### src/rtl/game_state_ctrl_if.sv
// Bundle of game-controller stimulus inputs and layer/command outputs.
// master drives the game events; slave is the state controller.
interface game_state_ctrl_if;
    logic       one_ms_tick;
    logic       start_tick;
    logic       jump_left_in;
    logic       jump_right_in;
    logic       elapsed;
    logic       landed;
    logic       fell;
    logic       jump_left;
    logic       jump_right;
    logic       time_bar_start;
    logic       start_screen_en;
    logic       blocks_en;
    logic       time_bar_en;
    logic       character_en;
    logic       points_en;
    logic       end_screen_en;
    logic [1:0] state;

    modport master (
        output one_ms_tick, start_tick, jump_left_in, jump_right_in,
               elapsed, landed, fell,
        input  jump_left, jump_right, time_bar_start,
               start_screen_en, blocks_en, time_bar_en, character_en,
               points_en, end_screen_en, state
    );

    modport slave (
        input  one_ms_tick, start_tick, jump_left_in, jump_right_in,
               elapsed, landed, fell,
        output jump_left, jump_right, time_bar_start,
               start_screen_en, blocks_en, time_bar_en, character_en,
               points_en, end_screen_en, state
    );
endinterface

### src/rtl/game_state_ctrl.sv
// Game flow controller: START -> PLAY -> DYING -> END -> START, with jump
// gating, time-bar restart pulses and per-state layer enables.
module game_state_ctrl #(
    parameter int unsigned DEATH_DELAY_MS = 1000,
    parameter int unsigned END_HOLD_MS    = 500
) (
    input logic              clk,
    input logic              rst,
    game_state_ctrl_if.slave bus
);
    localparam int unsigned CNT_W = 16;
    localparam int unsigned EN_W  = 6;

    localparam logic [1:0] ST_START = 2'd0;
    localparam logic [1:0] ST_PLAY  = 2'd1;
    localparam logic [1:0] ST_DYING = 2'd2;
    localparam logic [1:0] ST_END   = 2'd3;

    localparam logic [CNT_W-1:0] CNT_MAX = '1;

    // Enable vector order, MSB first: start/blocks/bar/char/points/end.
    localparam logic [EN_W-1:0] EN_START = 6'b100000;
    localparam logic [EN_W-1:0] EN_GAME  = 6'b011110;
    localparam logic [EN_W-1:0] EN_END   = 6'b000011;

    logic [1:0]       state_q, state_d;
    logic [CNT_W-1:0] ms_cnt_q, ms_cnt_d;
    logic             lock_q, lock_d;
    logic             jump_left_q, jump_left_d;
    logic             jump_right_q, jump_right_d;
    logic             tbs_q, tbs_d;
    logic [EN_W-1:0]  en_q, en_d;

    // State and registered outputs.
    always_ff @(posedge clk) begin
        if (!rst) begin
            state_q      <= ST_START;
            ms_cnt_q     <= '0;
            lock_q       <= 1'b0;
            jump_left_q  <= 1'b0;
            jump_right_q <= 1'b0;
            tbs_q        <= 1'b0;
            en_q         <= EN_START;
        end else begin
            state_q      <= state_d;
            ms_cnt_q     <= ms_cnt_d;
            lock_q       <= lock_d;
            jump_left_q  <= jump_left_d;
            jump_right_q <= jump_right_d;
            tbs_q        <= tbs_d;
            en_q         <= en_d;
        end
    end

    // Next state, counter and next-cycle output values.
    always_comb begin
        state_d      = state_q;
        ms_cnt_d     = ms_cnt_q;
        lock_d       = lock_q;
        jump_left_d  = 1'b0;
        jump_right_d = 1'b0;
        tbs_d        = 1'b0;
        en_d         = EN_START;

        case (state_q)
            ST_START: begin
                if (bus.start_tick) begin
                    state_d = ST_PLAY;
                    tbs_d   = 1'b1;
                end
            end
            ST_PLAY: begin
                if (bus.elapsed || bus.fell) begin
                    state_d = ST_DYING;
                    lock_d  = 1'b0;
                end else begin
                    if (bus.landed) begin
                        lock_d = 1'b0;
                        tbs_d  = 1'b1;
                    end
                    // Simultaneous left+right requests cancel each other.
                    if (!lock_q && (bus.jump_left_in ^ bus.jump_right_in)) begin
                        jump_left_d  = bus.jump_left_in;
                        jump_right_d = bus.jump_right_in;
                        lock_d       = 1'b1;
                    end
                end
            end
            ST_DYING: begin
                lock_d = 1'b0;
                if (32'(ms_cnt_q) >= DEATH_DELAY_MS) begin
                    state_d = ST_END;
                end
            end
            ST_END: begin
                lock_d = 1'b0;
                if (bus.start_tick && (32'(ms_cnt_q) >= END_HOLD_MS)) begin
                    state_d = ST_START;
                end
            end
            default: begin
                state_d = ST_START;
                lock_d  = 1'b0;
            end
        endcase

        // Counter restarts on any transition, so a tick on that edge is lost.
        if (state_d != state_q) begin
            ms_cnt_d = '0;
        end else if (bus.one_ms_tick && (ms_cnt_q != CNT_MAX)) begin
            ms_cnt_d = ms_cnt_q + CNT_W'(1);
        end

        case (state_d)
            ST_PLAY, ST_DYING: en_d = EN_GAME;
            ST_END:            en_d = EN_END;
            default:           en_d = EN_START;
        endcase
    end

    assign bus.state           = state_q;
    assign bus.jump_left       = jump_left_q;
    assign bus.jump_right      = jump_right_q;
    assign bus.time_bar_start  = tbs_q;
    assign bus.start_screen_en = en_q[5];
    assign bus.blocks_en       = en_q[4];
    assign bus.time_bar_en     = en_q[3];
    assign bus.character_en    = en_q[2];
    assign bus.points_en       = en_q[1];
    assign bus.end_screen_en   = en_q[0];
endmodule

### src/flat_wrapper.sv
// flat-port wrapper written by rule: the top's interface ports become plain ports
module game_state_ctrl_flat 
#(
    parameter int unsigned DEATH_DELAY_MS = 1000,
    parameter int unsigned END_HOLD_MS    = 500
)
  (clk, rst, bus_one_ms_tick, bus_start_tick, bus_jump_left_in, bus_jump_right_in, bus_elapsed, bus_landed, bus_fell, bus_jump_left, bus_jump_right, bus_time_bar_start, bus_start_screen_en, bus_blocks_en, bus_time_bar_en, bus_character_en, bus_points_en, bus_end_screen_en, bus_state);
  game_state_ctrl_if bus_i ();
  input logic clk;
  input logic rst;
  input wire logic [$bits(bus_i.one_ms_tick)-1:0] bus_one_ms_tick;
  input wire logic [$bits(bus_i.start_tick)-1:0] bus_start_tick;
  input wire logic [$bits(bus_i.jump_left_in)-1:0] bus_jump_left_in;
  input wire logic [$bits(bus_i.jump_right_in)-1:0] bus_jump_right_in;
  input wire logic [$bits(bus_i.elapsed)-1:0] bus_elapsed;
  input wire logic [$bits(bus_i.landed)-1:0] bus_landed;
  input wire logic [$bits(bus_i.fell)-1:0] bus_fell;
  output wire logic [$bits(bus_i.jump_left)-1:0] bus_jump_left;
  output wire logic [$bits(bus_i.jump_right)-1:0] bus_jump_right;
  output wire logic [$bits(bus_i.time_bar_start)-1:0] bus_time_bar_start;
  output wire logic [$bits(bus_i.start_screen_en)-1:0] bus_start_screen_en;
  output wire logic [$bits(bus_i.blocks_en)-1:0] bus_blocks_en;
  output wire logic [$bits(bus_i.time_bar_en)-1:0] bus_time_bar_en;
  output wire logic [$bits(bus_i.character_en)-1:0] bus_character_en;
  output wire logic [$bits(bus_i.points_en)-1:0] bus_points_en;
  output wire logic [$bits(bus_i.end_screen_en)-1:0] bus_end_screen_en;
  output wire logic [$bits(bus_i.state)-1:0] bus_state;
  assign bus_i.one_ms_tick = bus_one_ms_tick;
  assign bus_i.start_tick = bus_start_tick;
  assign bus_i.jump_left_in = bus_jump_left_in;
  assign bus_i.jump_right_in = bus_jump_right_in;
  assign bus_i.elapsed = bus_elapsed;
  assign bus_i.landed = bus_landed;
  assign bus_i.fell = bus_fell;
  assign bus_jump_left = bus_i.jump_left;
  assign bus_jump_right = bus_i.jump_right;
  assign bus_time_bar_start = bus_i.time_bar_start;
  assign bus_start_screen_en = bus_i.start_screen_en;
  assign bus_blocks_en = bus_i.blocks_en;
  assign bus_time_bar_en = bus_i.time_bar_en;
  assign bus_character_en = bus_i.character_en;
  assign bus_points_en = bus_i.points_en;
  assign bus_end_screen_en = bus_i.end_screen_en;
  assign bus_state = bus_i.state;
  game_state_ctrl #(.DEATH_DELAY_MS(DEATH_DELAY_MS), .END_HOLD_MS(END_HOLD_MS)) u_core (.clk(clk), .rst(rst), .bus(bus_i));
endmodule
### config.mk
export PLATFORM = sky130hd
export DESIGN_NAME = game_state_ctrl_flat
export DESIGN_NICKNAME = d
export VERILOG_FILES = /design/src/rtl/game_state_ctrl_if.sv /design/src/rtl/game_state_ctrl.sv /design/src/flat_wrapper.sv
export SDC_FILE = /design/constraint.sdc
export NUM_CORES = 1
export LEC_CHECK = 0
export ABC_AREA = 1
export BUFFER_PORTS_ARGS = -buffer_cell sky130_fd_sc_hd__clkbuf_2
export CORE_ASPECT_RATIO = 1.5
export CORE_MARGIN = 2
export CORE_UTILIZATION = 32
export DETAILED_ROUTE_END_ITERATION = 16
export GPL_ROUTABILITY_DRIVEN = 0
export PLACE_DENSITY = 0.57
export SYNTH_ARGS = -nofsm -noshare
export SYNTH_HDL_FRONTEND = slang
export SYNTH_SLANG_ARGS = --single-unit
### constraint.sdc
create_clock -name clk -period 2.19 [get_ports clk]
set_clock_uncertainty 0.1 [all_clocks]
set_input_delay 0.219 -clock clk [delete_from_list [all_inputs] [get_ports clk]]
set_output_delay 0.219 -clock clk [all_outputs]
set_load 0.01 [all_outputs]
==> qor.csv, run 1 <==
metric;value;unit
drt wl/cell;9.74;microns
num ports;20;
Setup WS post-layout;0.345;ns
H-tree levels;1;
switching power;240;uW
EDFF count, synth;0;
Seq/Total Area, Yosys;33.8;%
Peak Freq;0.542;GHz
Yosys warning total;0;
Arr. time, crit path;1.96;ns
met3 Use GR;2.03;%
clk slew on worst S/H paths;0.09;ns
Async SR Flop Fraction;0;%
Synth top area share;33.8;%
RSZ-0062 raised after global routing;no;
Global Route Usage Sum;13.1;%
average cell area after synthesis;6.55;sq um
Resized cells post-CTS;0;
P&R area growth vs syn;12.1;%
total power;893;uW
DP Worst Slack;0.0216;ns
CP Max Fanout;23;
CP Capture Type;flip-flop;
Vias/cell;4.33;
Yosys cell types;24;
deepest clock path buffer count;2;
Worst EP required;2.31;ns
biggest area consumer among synthesized cells;dfxtp_1;
Net Count, Synth;248;
drt first pass iters;4;
leakage dissipation;0.778;nW
Crit Path Class;reg2reg;
Core Rows;30;
routing usage on met1;13.2;%
maximum number of pins on one net before global-route repair;24;
die span in y;88.9;microns
CTS Buf Count;3;
port bufs;19;
min Tclk post-route;1.84;ns
Synth area leaders;dfxtp_1 34%, nand2_1 13%, nor2_1 11%;
global-route wire length before repair;5380;microns
full die area;5390;sq um
Total Nets Final;268;
Post-Syn Instances;235;
Core ar.;4580;sq um
routed via count;1374;
startpoint class of the critical path;flip-flop;
Hold Crit Class;in2reg;
fin. max-slew vios;0;
drt drc;0;
status;finished, final reports clean;
hpwl dp;2440;microns
global route overflow;0;
width of the die;60.6;microns
Clk network pwr share;31.4;%
TritonCTS clock tree;built;
Power per Cell Area;517;nW/um^2
worst skew pair latency;0.28;ns
part of the power in registers;55.8;%
worst-margin pin slew;0.567;ns
DRT antenna net count;0;
Int Power;653;uW
Antenna diodes;0;
peak supply drop;0.277;mV
Final Hold Vio Count;0;
final setup fails;0;
flops & latches, synth;26;
vias in the first global route;1337;
Sw Share;26.8;%
relative slew slack;62.1;%
CTS hold repair buffers;0;
share of post-route cells with drive strength above 1;15.0;%
most instantiated library cell after synthesis;nand2_1;
fin crit share;84.2;%
total setup buffers inserted after CTS;0;
combinational share of power;12.8;%
setup TNS;0;ns
prevailing post-synth register cell;dfxtp_1;
cell area after synthesis;1540;sq um
initial antenna violation count;0;
1st-iter DRT viols;39;
clk sinks;26;
Routed WL;3090;microns
CTS root buffer;clkbuf_8;
Post-synth top cells;55 x nand2_1, 45 x nor2_1, 44 x inv_1, 26 x dfxtp_1, 10 x nand3_1;
Initial Utilization;33.6;%
GR Util met2;25.0;%
number of max-cap violations;0;
gr busiest metal;met2;
-- sequential cells by signal, indices dropped and copies added (netlist names) --
signal and count:
u_core.bus.time_bar_start 1, u_core.bus.jump_right 1, u_core.ms_cnt_q 16, u_core.bus.jump_left 1
u_core.lock_q 1, u_core.bus.state 2, u_core.en_q 4
-- worst paths after layout --
kind	from	to	slack [ns]	cells after the start
min reg2reg	u_core.lock_q	u_core.lock_q	0.39	2
max	u_core.ms_cnt_q[0]	u_core.ms_cnt_q[14]	0.35	10
min	bus_jump_right_in	u_core.bus.jump_right	0.05	3
max reg2reg	u_core.ms_cnt_q[0]	u_core.ms_cnt_q[14]	0.35	10
-- kinds of logic after synthesis --
kind of cell / after synthesis / synth area share, %
AO/OA/AOI/OAI: 20 / 8.86
adder cells (fa/ha/maj): 4 / 3.25
XOR/XNOR: 8 / 4.55
buffers and inverters: 49 / 13.5
flip-flops: 26 / 33.8
AND/OR/NAND/NOR: 128 / 36.0
-- cell usage in the layout (no fill, tap or decap) --
| cell type | synthesis | layout |
|---|---|---|
| a21oi_1 | 5 | 5 |
| buf_4 | 2 | 1 |
| clkbuf_2 | 0 | 19 |
| clkbuf_8 | 0 | 3 |
| dfxtp_1 | 26 | 26 |
| ha_1 | 4 | 4 |
| inv_1 | 44 | 44 |
| nand2_1 | 55 | 55 |
| nand2_2 | 2 | 2 |
| nand2_4 | 1 | 1 |
| nand3_1 | 10 | 10 |
| nand3b_1 | 1 | 1 |
| nand4_1 | 4 | 4 |
| nand4_2 | 1 | 1 |
| nor2_1 | 45 | 45 |
| nor2_2 | 3 | 2 |
| nor2_4 | 0 | 1 |
| nor3_1 | 5 | 5 |
| nor3_4 | 1 | 1 |
| o21ai_0 | 7 | 7 |
| o21ai_2 | 6 | 6 |
| o21ai_4 | 1 | 1 |
| o31ai_1 | 1 | 1 |
| xnor2_1 | 2 | 2 |
| xor2_1 | 6 | 6 |
-- cell type report --
| type | instances | area (sq um) |
|---|---|---|
| clock buffers | 3 | 41.3 |
| multi-input cells | 160 | 816 |
| fillers | 534 | 2850 |
| repair buffers | 20 | 103 |
| flip-flops and latches | 26 | 520 |
| well taps | 64 | 80.1 |
| inverters | 44 | 165 |
-- power groups by stage --
stage,Clock (mW),Sequential (mW),Combinational [mW]
finish,0.280,0.498,0.115
detailed placement,0,0.509,0.117
global route,0.304,0.500,0.134
CTS,0.290,0.498,0.117
global placement,0,0.509,0.116
floorplan,0,0.515,0.0792
-- worst max-delay path: stages (launching register included) --
cell and delay, ns:
dfxtp_1 0.34, ha_1 0.22, inv_1 0.11, nor3_4 0.08, nand2_4 0.09, nor2_2 0.05, nor2_4 0.45, nand2_1 0.14
o21ai_2 0.07, inv_1 0.05, nor2_2 0.08
-- routing by layer --
| metal | vias to the layer above | routed length (microns) |
|---|---|---|
| met1 | 604 | 1290 |
| met4 | 0 | 60 |
| met3 | 5 | 91 |
| met5 | - | 0 |
| met2 | 20 | 1650 |
| li1 | 745 | - |
-- per-stage QoR --
stage	utilization, %	instances	area [sq um]	hold slack [ns]
6_report	37.7	317	1730	0.0528
5_1_grt	37.7	317	1730	0.0653
4_1_cts	37.6	317	1720	0.0461
3_5_place_dp	36.7	314	1680	0.348
3_3_place_gp	36.7	314	1680	0.345
2_1_floorplan	-	235	1540	0.212
Note: power is estimated with default switching activity, not from simulation.
==> run 2, diff against run 1 <==
==> constraint.sdc (replaced) <==
create_clock -name clk -period 1.9 [get_ports clk]
set_clock_uncertainty 0.1 [all_clocks]
set_input_delay 0.19 -clock clk [delete_from_list [all_inputs] [get_ports clk]]
set_output_delay 0.19 -clock clk [all_outputs]
set_load 0.01 [all_outputs]
==> qor.csv, run 2 (same netlist as run 1, synthesis figures left out) <==
metric;value;unit
combinational share of power;11.9;%
num ports;20;
Worst EP required;2.01;ns
drt first pass iters;4;
DRT antenna net count;0;
TritonCTS clock tree;built;
vias in the first global route;1391;
relative slew slack;72.9;%
total power;1.18;mW
share of post-route cells with drive strength above 1;19.8;%
clk sinks;26;
leakage dissipation;0.865;nW
Peak Freq;0.561;GHz
min Tclk post-route;1.78;ns
Worst Setup SP;u_core.ms_cnt_q[1];
Hold Startpoint;bus_jump_left_in;
CTS root buffer;clkbuf_8;
fin crit share;93.8;%
Routed WL;3370;microns
Largest register FFs;16;
number of max-cap violations;0;
CTS Buf Count;3;
final setup fails;0;
drt wl/cell;10.2;microns
port bufs;19;
Total Nets Final;282;
R2R Path Start;u_core.ms_cnt_q[1];
global route overflow;0;
P&R area growth vs syn;21.5;%
worst skew pair latency;0.27;ns
status;finished, final reports clean;
hpwl dp;2550;microns
Clk network pwr share;39.4;%
CP Max Fanout;8;
Int Power;894;uW
global-route wire length before repair;5630;microns
clk slew on worst S/H paths;0.09;ns
routed via count;1441;
worst-margin pin slew;0.404;ns
most frequent cells in the layout;55 x nand2_1, 45 x nor2_1, 44 x inv_1;
Core Rows;30;
initial antenna violation count;0;
DP Worst Slack;-0.171;ns
Biggest register;u_core.ms_cnt_q;
startpoint class of the critical path;flip-flop;
width of the die;60.6;microns
Arr. time, crit path;1.89;ns
maximum number of pins on one net before global-route repair;24;
full die area;5390;sq um
fin. max-slew vios;0;
deepest clock path buffer count;2;
Initial Utilization;33.6;%
Hold Crit Class;in2reg;
Global Route Usage Sum;13.6;%
drt drc;0;
switching power;284;uW
die span in y;88.9;microns
FF-to-FF setup slack;0.12;ns
CP Capture Type;flip-flop;
peak supply drop;0.462;mV
Final Hold Vio Count;0;
CTS hold repair buffers;0;
RSZ-0062 raised after global routing;yes;
most common cell after layout, fill and taps aside;nand2_1;
Setup WS post-layout;0.117;ns
Crit Path Class;reg2reg;
Vias/cell;4.34;
Core ar.;4580;sq um
Sw Share;24.1;%
part of the power in registers;48.7;%
Power per Cell Area;630;nW/um^2
setup TNS;0;ns
Antenna diodes;0;
1st-iter DRT viols;33;
H-tree levels;1;
run 2: cell types whose count changed in the layout (fill, tap and decap cells not counted), sizes merged:
cell,before,now
nor2,48,49
buf,1,14
bufinv,0,1
run 2: critical path: stages, from the launching register on:
cell and delay [ns]:
dfxtp_1 0.37, ha_1 0.17, inv_1 0.08, nor3_4 0.23
nand2_4 0.07, buf_4 0.15, o21ai_4 0.24, xor2_1 0.17
inv_1 0.05, nor2_1 0.09
run 2: area by class of cell:
cell class	count	area, sq um
sequential	26	520
tap	64	80.1
inverter	44	165
clock buffer	3	41.3
clock inverter	1	30.0
timing repair buffer	33	200
multi-input combinational	161	832
fill	515	2710
run 2: worst paths after layout:
check	to	cells past startpoint
max	u_core.ms_cnt_q[0]	9
min	u_core.bus.jump_left	3
max reg2reg	u_core.ms_cnt_q[0]	9
min reg2reg	u_core.lock_q	2
run 2: power groups by stage:
stage | logic [mW] | registers (mW) | clock network (mW)
final | 0.140 | 0.574 | 0.465
after global routing | 0.157 | 0.576 | 0.499
after CTS | 0.135 | 0.574 | 0.486
after detailed placement | 0.134 | 0.587 | 0
after global placement | 0.133 | 0.587 | 0
after floorplan | 0.0913 | 0.593 | 0
run 2: repair_timing:
item | 4_1_cts | 5_1_grt
buffers inserted | 0 | 0
resized for setup | 1 | 3
cloned | 0 | 1
setup endpoints to repair | 13 | 17
run 2: metal layers:
layer	up-vias	GRT usage [%]	wire, microns
li1	778	-	-
met1	634	13.8	1430
met2	27	27.5	1810
met3	2	1.30	106
met4	0	4.74	26
met5	-	0	0
run 2: stage by stage:
step,instances,utilization (%),area [sq um],hold slack (ns)
after floorplan,235,-,1540,0.183
final,332,40.8,1870,0.0295
after global placement,327,38.8,1780,0.317
after global routing,332,40.8,1870,0.0520
after detailed placement,327,38.8,1780,0.322
after CTS,331,40.5,1850,0.0255
==> run 3, diff against run 2 <==
--- a/config.mk
+++ b/config.mk
@@ -13,6 +13,7 @@
 export DETAILED_ROUTE_END_ITERATION = 16
 export GPL_ROUTABILITY_DRIVEN = 0
 export PLACE_DENSITY = 0.57
+export REMOVE_ABC_BUFFERS = 1
 export SYNTH_ARGS = -nofsm -noshare
 export SYNTH_HDL_FRONTEND = slang
 export SYNTH_SLANG_ARGS = --single-unit
==> qor.csv, run 3 (same netlist as run 1, synthesis figures left out) <==
metric;value;unit
most common cell after layout, fill and taps aside;nand2_1;
Routed WL;3430;microns
status;finished, final reports clean;
full die area;5390;sq um
peak supply drop;0.363;mV
clk sinks;26;
CP Max Fanout;8;
worst skew pair latency;0.28;ns
CTS Buf Count;3;
share of post-route cells with drive strength above 1;23.3;%
met3 routed WL;74;microns
Final Instance Count excl. Fillers;334;
DRT antenna net count;0;
min Tclk post-route;1.81;ns
Total Nets Final;284;
number of max-cap violations;0;
Crit Path Class;reg2reg;
CTS root buffer;clkbuf_8;
Arr. time, crit path;1.88;ns
Initial Utilization;33.6;%
vias in the first global route;1346;
Hold Crit Class;in2reg;
Setup WS post-layout;0.0929;ns
Peak Freq;0.553;GHz
most frequent cells in the layout;54 x nand2_1, 43 x inv_1, 43 x nor2_1;
drt wl/cell;10.3;microns
fin. max-slew vios;0;
Biggest register;u_core.ms_cnt_q;
CP bufs+invs;3;
Final Hold Vio Count;0;
final setup fails;0;
num ports;20;
global route overflow;0;
port bufs;19;
CP Capture Type;flip-flop;
startpoint class of the critical path;flip-flop;
width of the die;60.6;microns
routed via count;1442;
maximum number of pins on one net before global-route repair;24;
deepest clock path buffer count;2;
Core ar.;4580;sq um
relative slew slack;62.6;%
Global Route Usage Sum;14.1;%
drt drc;0;
biggest cell delay along the critical path;0.35;ns
placed cell count;328;
routed wl met2;1830;microns
RSZ-0062 raised after global routing;no;
H-tree levels;1;
DP Worst Slack;-0.211;ns
TritonCTS clock tree;built;
Core Rows;30;
P&R area growth vs syn;23.4;%
1st-iter DRT viols;41;
top sig layer;met4;
Slowest-stage cell, CP;dfxtp_2;
final core utilization;41.5;%
hpwl dp;2630;microns
Worst EP required;1.97;ns
leakage dissipation;0.877;nW
die span in y;88.9;microns
fin crit share;95.1;%
Largest register FFs;16;
WL met1;1480;microns
CTS hold repair buffers;0;
drt first pass iters;4;
Vias/cell;4.32;
initial antenna violation count;0;
worst-margin pin slew;0.560;ns
global-route wire length before repair;5800;microns
Antenna diodes;0;
clk slew on worst S/H paths;0.10;ns
worst-path cell chain;ha_2 > inv_1 > nor3_4 > nand2_4 > buf_4 > o21ai_4 > buf_4 > a21oi_1 > nor2_1 > nor2_1;
crit-path leading delay family;simple AND/OR/NAND/NOR gates;
Power per Cell Area;630;nW/um^2
run 3: layout make-up:
cell class	count	area [sq um]
Clock buffer	3	41.3
Fill cell	517	2680
Multi-Input combinational cell	160	836
Sequential cell	26	524
Inverter	44	165
Tap cell	64	80.1
Clock inverter	1	30.0
Timing Repair Buffer	36	223
run 3: final timing paths:
path                            from                    to  slack [ns]  cells past startpoint
setup reg to reg  u_core.ms_cnt_q[1]   u_core.ms_cnt_q[15]        0.09                     10
setup / recovery  u_core.ms_cnt_q[1]   u_core.ms_cnt_q[15]        0.09                     10
hold / removal      bus_jump_left_in  u_core.bus.jump_left        0.01                      3
hold reg to reg        u_core.lock_q         u_core.lock_q        0.39                      2
run 3: tightest hold or removal path, stage by stage:
cell and delay (ns):
clkbuf_2 0.09, inv_1 0.05, nor2_1 0.03
run 3: metal layers:
metal,GRT usage [%],up-vias
li1,-,778
met5,0,-
met1,15.7,640
met4,4.94,0
met2,26.5,20
met3,1.74,4
run 3: where the power goes:
part           switching (mW)  total [mW]  internal [mW]
clock                   0.196       0.478          0.283
combinational          0.0923       0.144         0.0522
sequential             0.0110       0.575          0.564
total                   0.299        1.20          0.898
run 3: timing repair:
item	CTS	global route
resized for setup	1	10
setup endpoints to repair	13	20
setup buffers	0	2
pin swaps	0	3
run 3: metrics by stage:
step | TNS [ns] | total power [mW] | instance area, sq um | hold slack (ns)
floorplan | 0 | 0.669 | 1500 | 0.183
global placement | -2.01 | 0.723 | 1780 | 0.317
detailed placement | -2.32 | 0.723 | 1780 | 0.320
CTS | 0 | 1.20 | 1860 | 0.0139
global route | 0 | 1.25 | 1900 | 0.0242
finish | 0 | 1.20 | 1900 | 0.0131
